`config.mk`:
```
export PLATFORM = sky130hd
export DESIGN_NAME = bc_solver
export DESIGN_NICKNAME = d
export VERILOG_FILES = /design/src/rtl/bc_pkg.sv /design/src/rtl/bc_score.sv /design/src/rtl/bc_solver.sv
export SDC_FILE = /design/constraint.sdc
export NUM_CORES = 1
export LEC_CHECK = 0
export CORE_ASPECT_RATIO = 0.6
export CORE_MARGIN = 1
export CORE_UTILIZATION = 35
export CTS_CLUSTER_DIAMETER = 150
export DETAILED_ROUTE_END_ITERATION = 8
export SKIP_LAST_GASP = 1
export SLEW_MARGIN = 20
export SYNTH_ARGS = -nofsm -noshare
export SYNTH_HDL_FRONTEND = slang
export SYNTH_SLANG_ARGS = --single-unit
```
`constraint.sdc`:
```
create_clock -name clk -period 10.15 [get_ports clk]
set_clock_uncertainty 0.05 [all_clocks]
set_input_delay 1.015 -clock clk [delete_from_list [all_inputs] [get_ports clk]]
set_output_delay 1.015 -clock clk [all_outputs]
set_load 0.1 [all_outputs]
```
`src/rtl/bc_pkg.sv`:
```
// Shared types and helpers for the Bulls-and-Cows solver and scorer.
// Latency: n/a (types, constants and pure functions only).
// Backpressure: n/a.
package bc_pkg;

  typedef logic [3:0] bcd_digit_t;
  // Digit [3] is the leftmost digit, i.e. bits [15:12] of the flat guess.
  typedef bcd_digit_t [3:0] bcd_guess_t;

  typedef enum logic [2:0] {
    S_IDLE,
    S_SEARCH,
    S_CHECK,
    S_OFFER,
    S_WAIT_SCORE,
    S_WIN,
    S_FAIL
  } state_t;

  localparam bcd_guess_t FIRST_GUESS = 16'h0123;
  localparam bcd_guess_t LAST_CAND   = 16'h9999;

  // Decimal increment: each digit wraps 9->0 and carries into the next digit left.
  function automatic bcd_guess_t bcd_inc(input bcd_guess_t c);
    bcd_guess_t r;
    logic       carry;
    r     = c;
    carry = 1'b1;
    for (int i = 0; i < 4; i++) begin
      if (carry) begin
        if (c[i] == 4'd9) begin
          r[i] = 4'd0;
        end else begin
          r[i]  = c[i] + 4'd1;
          carry = 1'b0;
        end
      end
    end
    return r;
  endfunction

  // True when any two digits of the candidate repeat.
  function automatic logic has_dup(input bcd_guess_t c);
    logic d;
    d = 1'b0;
    for (int i = 0; i < 4; i++) begin
      for (int j = i + 1; j < 4; j++) begin
        if (c[i] == c[j]) d = 1'b1;
      end
    end
    return d;
  endfunction

endpackage

```
`src/rtl/bc_score.sv`:
```
// Scores one 4-digit BCD guess against another: bulls (same place) and cows (other place).
// Latency: purely combinational.
// Backpressure: none; outputs follow inputs.
module bc_score
  import bc_pkg::*;
(
  input  logic [15:0] guess_a,
  input  logic [15:0] guess_b,
  output logic [2:0]  bulls,
  output logic [2:0]  cows
);

  bcd_guess_t a;
  bcd_guess_t b;

  assign a = guess_a;
  assign b = guess_b;

  // Compare every digit pair; matching positions count as bulls, others as cows.
  always_comb begin
    bulls = 3'd0;
    cows  = 3'd0;
    for (int i = 0; i < 4; i++) begin
      for (int j = 0; j < 4; j++) begin
        if (a[i] == b[j]) begin
          if (i == j) bulls = bulls + 3'd1;
          else        cows  = cows + 3'd1;
        end
      end
    end
  end

endmodule

```
`src/rtl/bc_solver.sv`:
```
// Bulls-and-Cows guesser: offers the smallest candidate consistent with all scores so far.
// Latency: start -> guess_valid after 3 edges with empty history; one candidate/history entry per cycle.
// Backpressure: guess and guess_valid hold stable until guess_ready; scores accepted only in WAIT_SCORE.
module bc_solver
  import bc_pkg::*;
#(
  parameter int MAX_TURNS = 8,
  parameter int HIST_AW   = 3
) (
  input  logic        clk,
  input  logic        rst,
  input  logic        start,
  output logic        guess_valid,
  input  logic        guess_ready,
  output logic [15:0] guess,
  input  logic        score_valid,
  input  logic [2:0]  score_bulls,
  input  logic [2:0]  score_cows,
  output logic        busy,
  output logic        solved,
  output logic        failed,
  output logic [3:0]  turn_cnt
);

  localparam logic [3:0] MAX_T = 4'(MAX_TURNS);

  state_t           state;
  bcd_guess_t       cand;
  logic [HIST_AW:0] idx;
  logic [HIST_AW:0] hist_cnt;

  bcd_guess_t       hist_guess [MAX_TURNS];
  logic [2:0]       hist_bulls [MAX_TURNS];
  logic [2:0]       hist_cows  [MAX_TURNS];

  logic [2:0]       chk_bulls;
  logic [2:0]       chk_cows;
  logic [HIST_AW-1:0] rd_idx;
  logic [HIST_AW-1:0] wr_idx;

  assign rd_idx = idx[HIST_AW-1:0];
  assign wr_idx = hist_cnt[HIST_AW-1:0];

  // Re-score the candidate as if it were the secret, against the stored guess.
  bc_score u_score (
    .guess_a (hist_guess[rd_idx]),
    .guess_b (cand),
    .bulls   (chk_bulls),
    .cows    (chk_cows)
  );

  // Status flags are a direct decode of the state register.
  assign busy   = (state == S_SEARCH) || (state == S_CHECK) ||
                  (state == S_OFFER)  || (state == S_WAIT_SCORE);
  assign solved = (state == S_WIN);
  assign failed = (state == S_FAIL);

  // History capture: guess on the offer handshake, score when it comes back.
  always_ff @(posedge clk) begin
    if (state == S_OFFER && guess_ready) begin
      hist_guess[wr_idx] <= cand;
    end
    if (state == S_WAIT_SCORE && score_valid) begin
      hist_bulls[wr_idx] <= score_bulls;
      hist_cows[wr_idx]  <= score_cows;
    end
  end

  // Main control: candidate search, history consistency check, offer and score wait.
  always_ff @(posedge clk) begin
    if (rst) begin
      state       <= S_IDLE;
      cand        <= FIRST_GUESS;
      idx         <= '0;
      hist_cnt    <= '0;
      turn_cnt    <= 4'd0;
      guess       <= 16'h0000;
      guess_valid <= 1'b0;
    end else begin
      case (state)
        S_IDLE, S_WIN, S_FAIL: begin
          if (start) begin
            cand     <= FIRST_GUESS;
            hist_cnt <= '0;
            turn_cnt <= 4'd0;
            state    <= S_SEARCH;
          end
        end

        S_SEARCH: begin
          if (has_dup(cand)) begin
            if (cand == LAST_CAND) begin
              state <= S_FAIL;
            end else begin
              cand <= bcd_inc(cand);
            end
          end else begin
            idx   <= '0;
            state <= S_CHECK;
          end
        end

        S_CHECK: begin
          if (idx == hist_cnt) begin
            guess       <= cand;
            guess_valid <= 1'b1;
            state       <= S_OFFER;
          end else if (chk_bulls == hist_bulls[rd_idx] && chk_cows == hist_cows[rd_idx]) begin
            idx <= idx + 1'b1;
          end else if (cand == LAST_CAND) begin
            state <= S_FAIL;
          end else begin
            cand  <= bcd_inc(cand);
            state <= S_SEARCH;
          end
        end

        S_OFFER: begin
          if (guess_ready) begin
            guess_valid <= 1'b0;
            turn_cnt    <= turn_cnt + 4'd1;
            state       <= S_WAIT_SCORE;
          end
        end

        S_WAIT_SCORE: begin
          if (score_valid) begin
            hist_cnt <= hist_cnt + 1'b1;
            if (score_bulls == 3'd4) begin
              state <= S_WIN;
            end else if (turn_cnt == MAX_T) begin
              state <= S_FAIL;
            end else if (cand == LAST_CAND) begin
              state <= S_FAIL;
            end else begin
              cand  <= bcd_inc(cand);
              state <= S_SEARCH;
            end
          end
        end

        default: begin
          state       <= S_IDLE;
          guess_valid <= 1'b0;
        end
      endcase
    end
  end

endmodule

```
==> impl_metrics.ini <==
[logic_synthesis]
ys_ff_latch = 227
synth_edf_count = 176
synth_warnings = 0
synth_area_leaders = edfxtp_1 (46%), dfxtp_1 (8.9%), mux2i_1 (5.5%)
synthesis.nets = 977
synth_compound_area_share_pct = 7.31
yosys.area_share.xor_xnor_pct = 9.51
synthFlopType = edfxtp_1
synth_area_leader_cell = edfxtp_1
synthSimpleGateAreaFrac_pct = 11.9
synth_mux_area_share_pct = 11.3
synth-async-reset-ratio_pct = 0
syn_inst = 948
synthAdderAreaFrac_pct = 1.96
yosysTopAreaCellShare_pct = 46.1
syn_avg_cell_area_sq_um = 12.1
ys_seq_area_share_pct = 55.0
syn_area_sq_um = 11500
yosysUniqueCellTypes = 72
synth_top_family_by_area = simple AND/OR/NAND/NOR gates

[routing]
drt_first_iter_violations = 704
ant_nets = 0
vias = 7570
first_pass_iters = 5
vias_per_cell = 5.38
drc = 0
drt-wirelength-per-cell_um = 20.8
drt-total-wl_um = 29300

[critical_path]
crit_top_cell = ha_1
crit_path_start_kind = register
reg2regPathDepth = 43
r2r_slack_ns = 0.84
cpPeakStageDelay_ns = 0.53
arrival_ns = 9.65
worstPathMaxFanout = 19
criticalPathCategory = register to register
critPathSlowestCell = dfxtp_4
cp.required_ns = 10.50
end_kind = register

[hold_path]
whs_endpoint = guess[0]
worstHoldStart = guess[0]
hp-class = register to register
whs_path_depth = 2

[placed_design]
io_buffers = 34
gp_congestion = 0.875
dp_hpwl_um = 19800

[final_layout]
final_cell_mix = edfxtp_1 (176), nor2_1 (84), xnor2_1 (67)
drive_above_1_share_pct = 12.7
num_antenna_cells = 0
nNetsFinal = 1006
area_growth_syn_to_layout_pct = 13.7
final_common_cell = edfxtp_1

[clock_network]
clkLatencyLatePin_ns = 0.53
clk_path_buf_depth = 3
cts_root_buf = clkbuf_16
cts_num_sinks = 227
clk_pin_slew_ns = 0.07
numCtsBuffers = 22
htree_num_levels = 1
cts_tree = yes
postCtsSetupBuffers = 0

[floorplanning]
dieArea_sq_um = 33500
initial_core_util_pct = 36.2
die_w_um = 236
core_area_sq_um = 31700
placementRows = 50
dieHeight_um = 142
io_pins = 35

[power]
p_total_mw = 2.70
p_per_area_nw_per_um2 = 207
p_leak_nw = 4.39
max-vdd-ir-drop_mv = 0.168

[timing]
slew_viol_final = 0
fin_crit_sh_pct = 91.7
tightest_slew_ns = 1.02
fmax_ghz = 0.107
rsz0062_at_grt = false
hold_viol = 0
setup_viol = 0
fin_crit_ns = 9.31
relSlewSlack_pct = 31.9
tns_ns = 0

[outcome]
status = completed

[global_route]
grt_pass1_wl_um = 44700
grt_usage_pct = 17.6
grt_max_degree = 46
first_global_vias = 7076
grt.overflow.total = 0
antenna_found_initial = 0

[run]
drv_cap = 0
==> power by group <==
group          leakage, nW  total, mW  internal, mW  switching, mW
logic                 2.03      0.811         0.284          0.527
registers             2.03       1.09          1.04         0.0481
clock network        0.325      0.797         0.436          0.361
==> cell usage after synthesis (5+ instances only) <==
cell      number
nor3_1        24
and2_1         8
inv_1         19
ha_1          18
nor2_1        85
a22o_1         7
dfxtp_1       51
a21oi_1       38
nor4_1        14
buf_1         13
clkbuf_1      41
nand4_1       12
o21ai_0       19
mux2i_1       63
mux2_2         9
nor2b_1        9
xor2_1        53
nand3_1       23
nand2b_1      12
a22oi_1       11
o21ai_1        9
nand2_1       46
edfxtp_1     176
xnor2_1       67
buf_2          6
a31oi_1        6
o211ai_1       6
mux4_2        22
nand3b_1       5
or2_2          5
==> per-stage QoR <==
| stage | setup slack [ns] | cells | cell area (sq um) | utilization [%] | hold WS (ns) |
|---|---|---|---|---|---|
| 6_report | 0.844 | 1406 | 13000 | 41.1 | 0.451 |
| 2_1_floorplan | 1.57 | 948 | 11500 | - | 0.454 |
| 3_3_place_gp | 1.02 | 1369 | 12300 | 38.9 | 0.433 |
| 4_1_cts | 0.745 | 1406 | 13000 | 41.1 | 0.463 |
| 5_1_grt | 0.132 | 1406 | 13000 | 41.1 | 0.490 |
| 3_5_place_dp | 0.799 | 1369 | 12300 | 38.9 | 0.435 |
==> worst max-delay path: cells and delay by family, from the launching register on <==
kind / cells / cell delay, ns
adder cells (fa/ha/maj): 10 / 2.78
XOR/XNOR: 7 / 1.12
AO/OA/AOI/OAI: 6 / 1.09
buffers and inverters: 4 / 0.40
AND/OR/NAND/NOR: 12 / 2.31
multiplexers: 4 / 0.88
flip-flops: 1 / 0.53
==> final cells by class <==
| type | instances | area, sq um |
|---|---|---|
| sequential | 227 | 6310 |
| inverter | 24 | 90.1 |
| fill | 2946 | 18700 |
| clock inverter | 10 | 101 |
| timing repair buffer | 68 | 596 |
| multi-input combinational | 634 | 4850 |
| clock buffer | 27 | 579 |
| tap | 416 | 520 |
==> how the worst max path moves through the flow <==
stage                     endpoint  slack (ns)  depth (start not counted)
after floorplan             idx[3]        1.57                         45
after global placement    register        1.02                         43
after detailed placement  register        0.80                         43
after CTS                 register        0.74                         43
after global routing      register        0.13                         43
final                     register        0.84                         43
==> logic make-up after synthesis <==
kind of cell               count (synthesis)
xor gates and xnor gates                 122
DFF                                      227
AOI/OAI and AO/OA                        128
adders and majority gates                 18
buffers and inverters                     87
and+or+nand+nor                          268
muxes                                     98
==> registers in the layout, indices dropped and copies added (netlist names), named ones only <==
name / cells
idx: 4
turn_cnt: 4
state: 3
hist_guess: 128
hist_cows: 24
guess: 16
hist_cnt: 4
hist_bulls: 24
cand: 16
guess_valid: 1
==> repair_timing <==
action                                  in CTS  in global routing
hold buffers                                 0                  0
endpoints found under the hold margin        0                  0
endpoints found under the setup margin       0                  9
gates resized for setup                      0                  2
==> per-layer routing <==
layer	vias to the layer above	routed length (um)	GRT usage [%]	part of all wire [%]
li1	3545	-	-	-
met3	22	2350	3.20	8.0
met5	-	0	0	0
met1	3730	15700	29.8	54
met2	273	10900	22.5	37
met4	0	344	3.16	1.2
No activity file was read; power rests on OpenSTA's default activity.
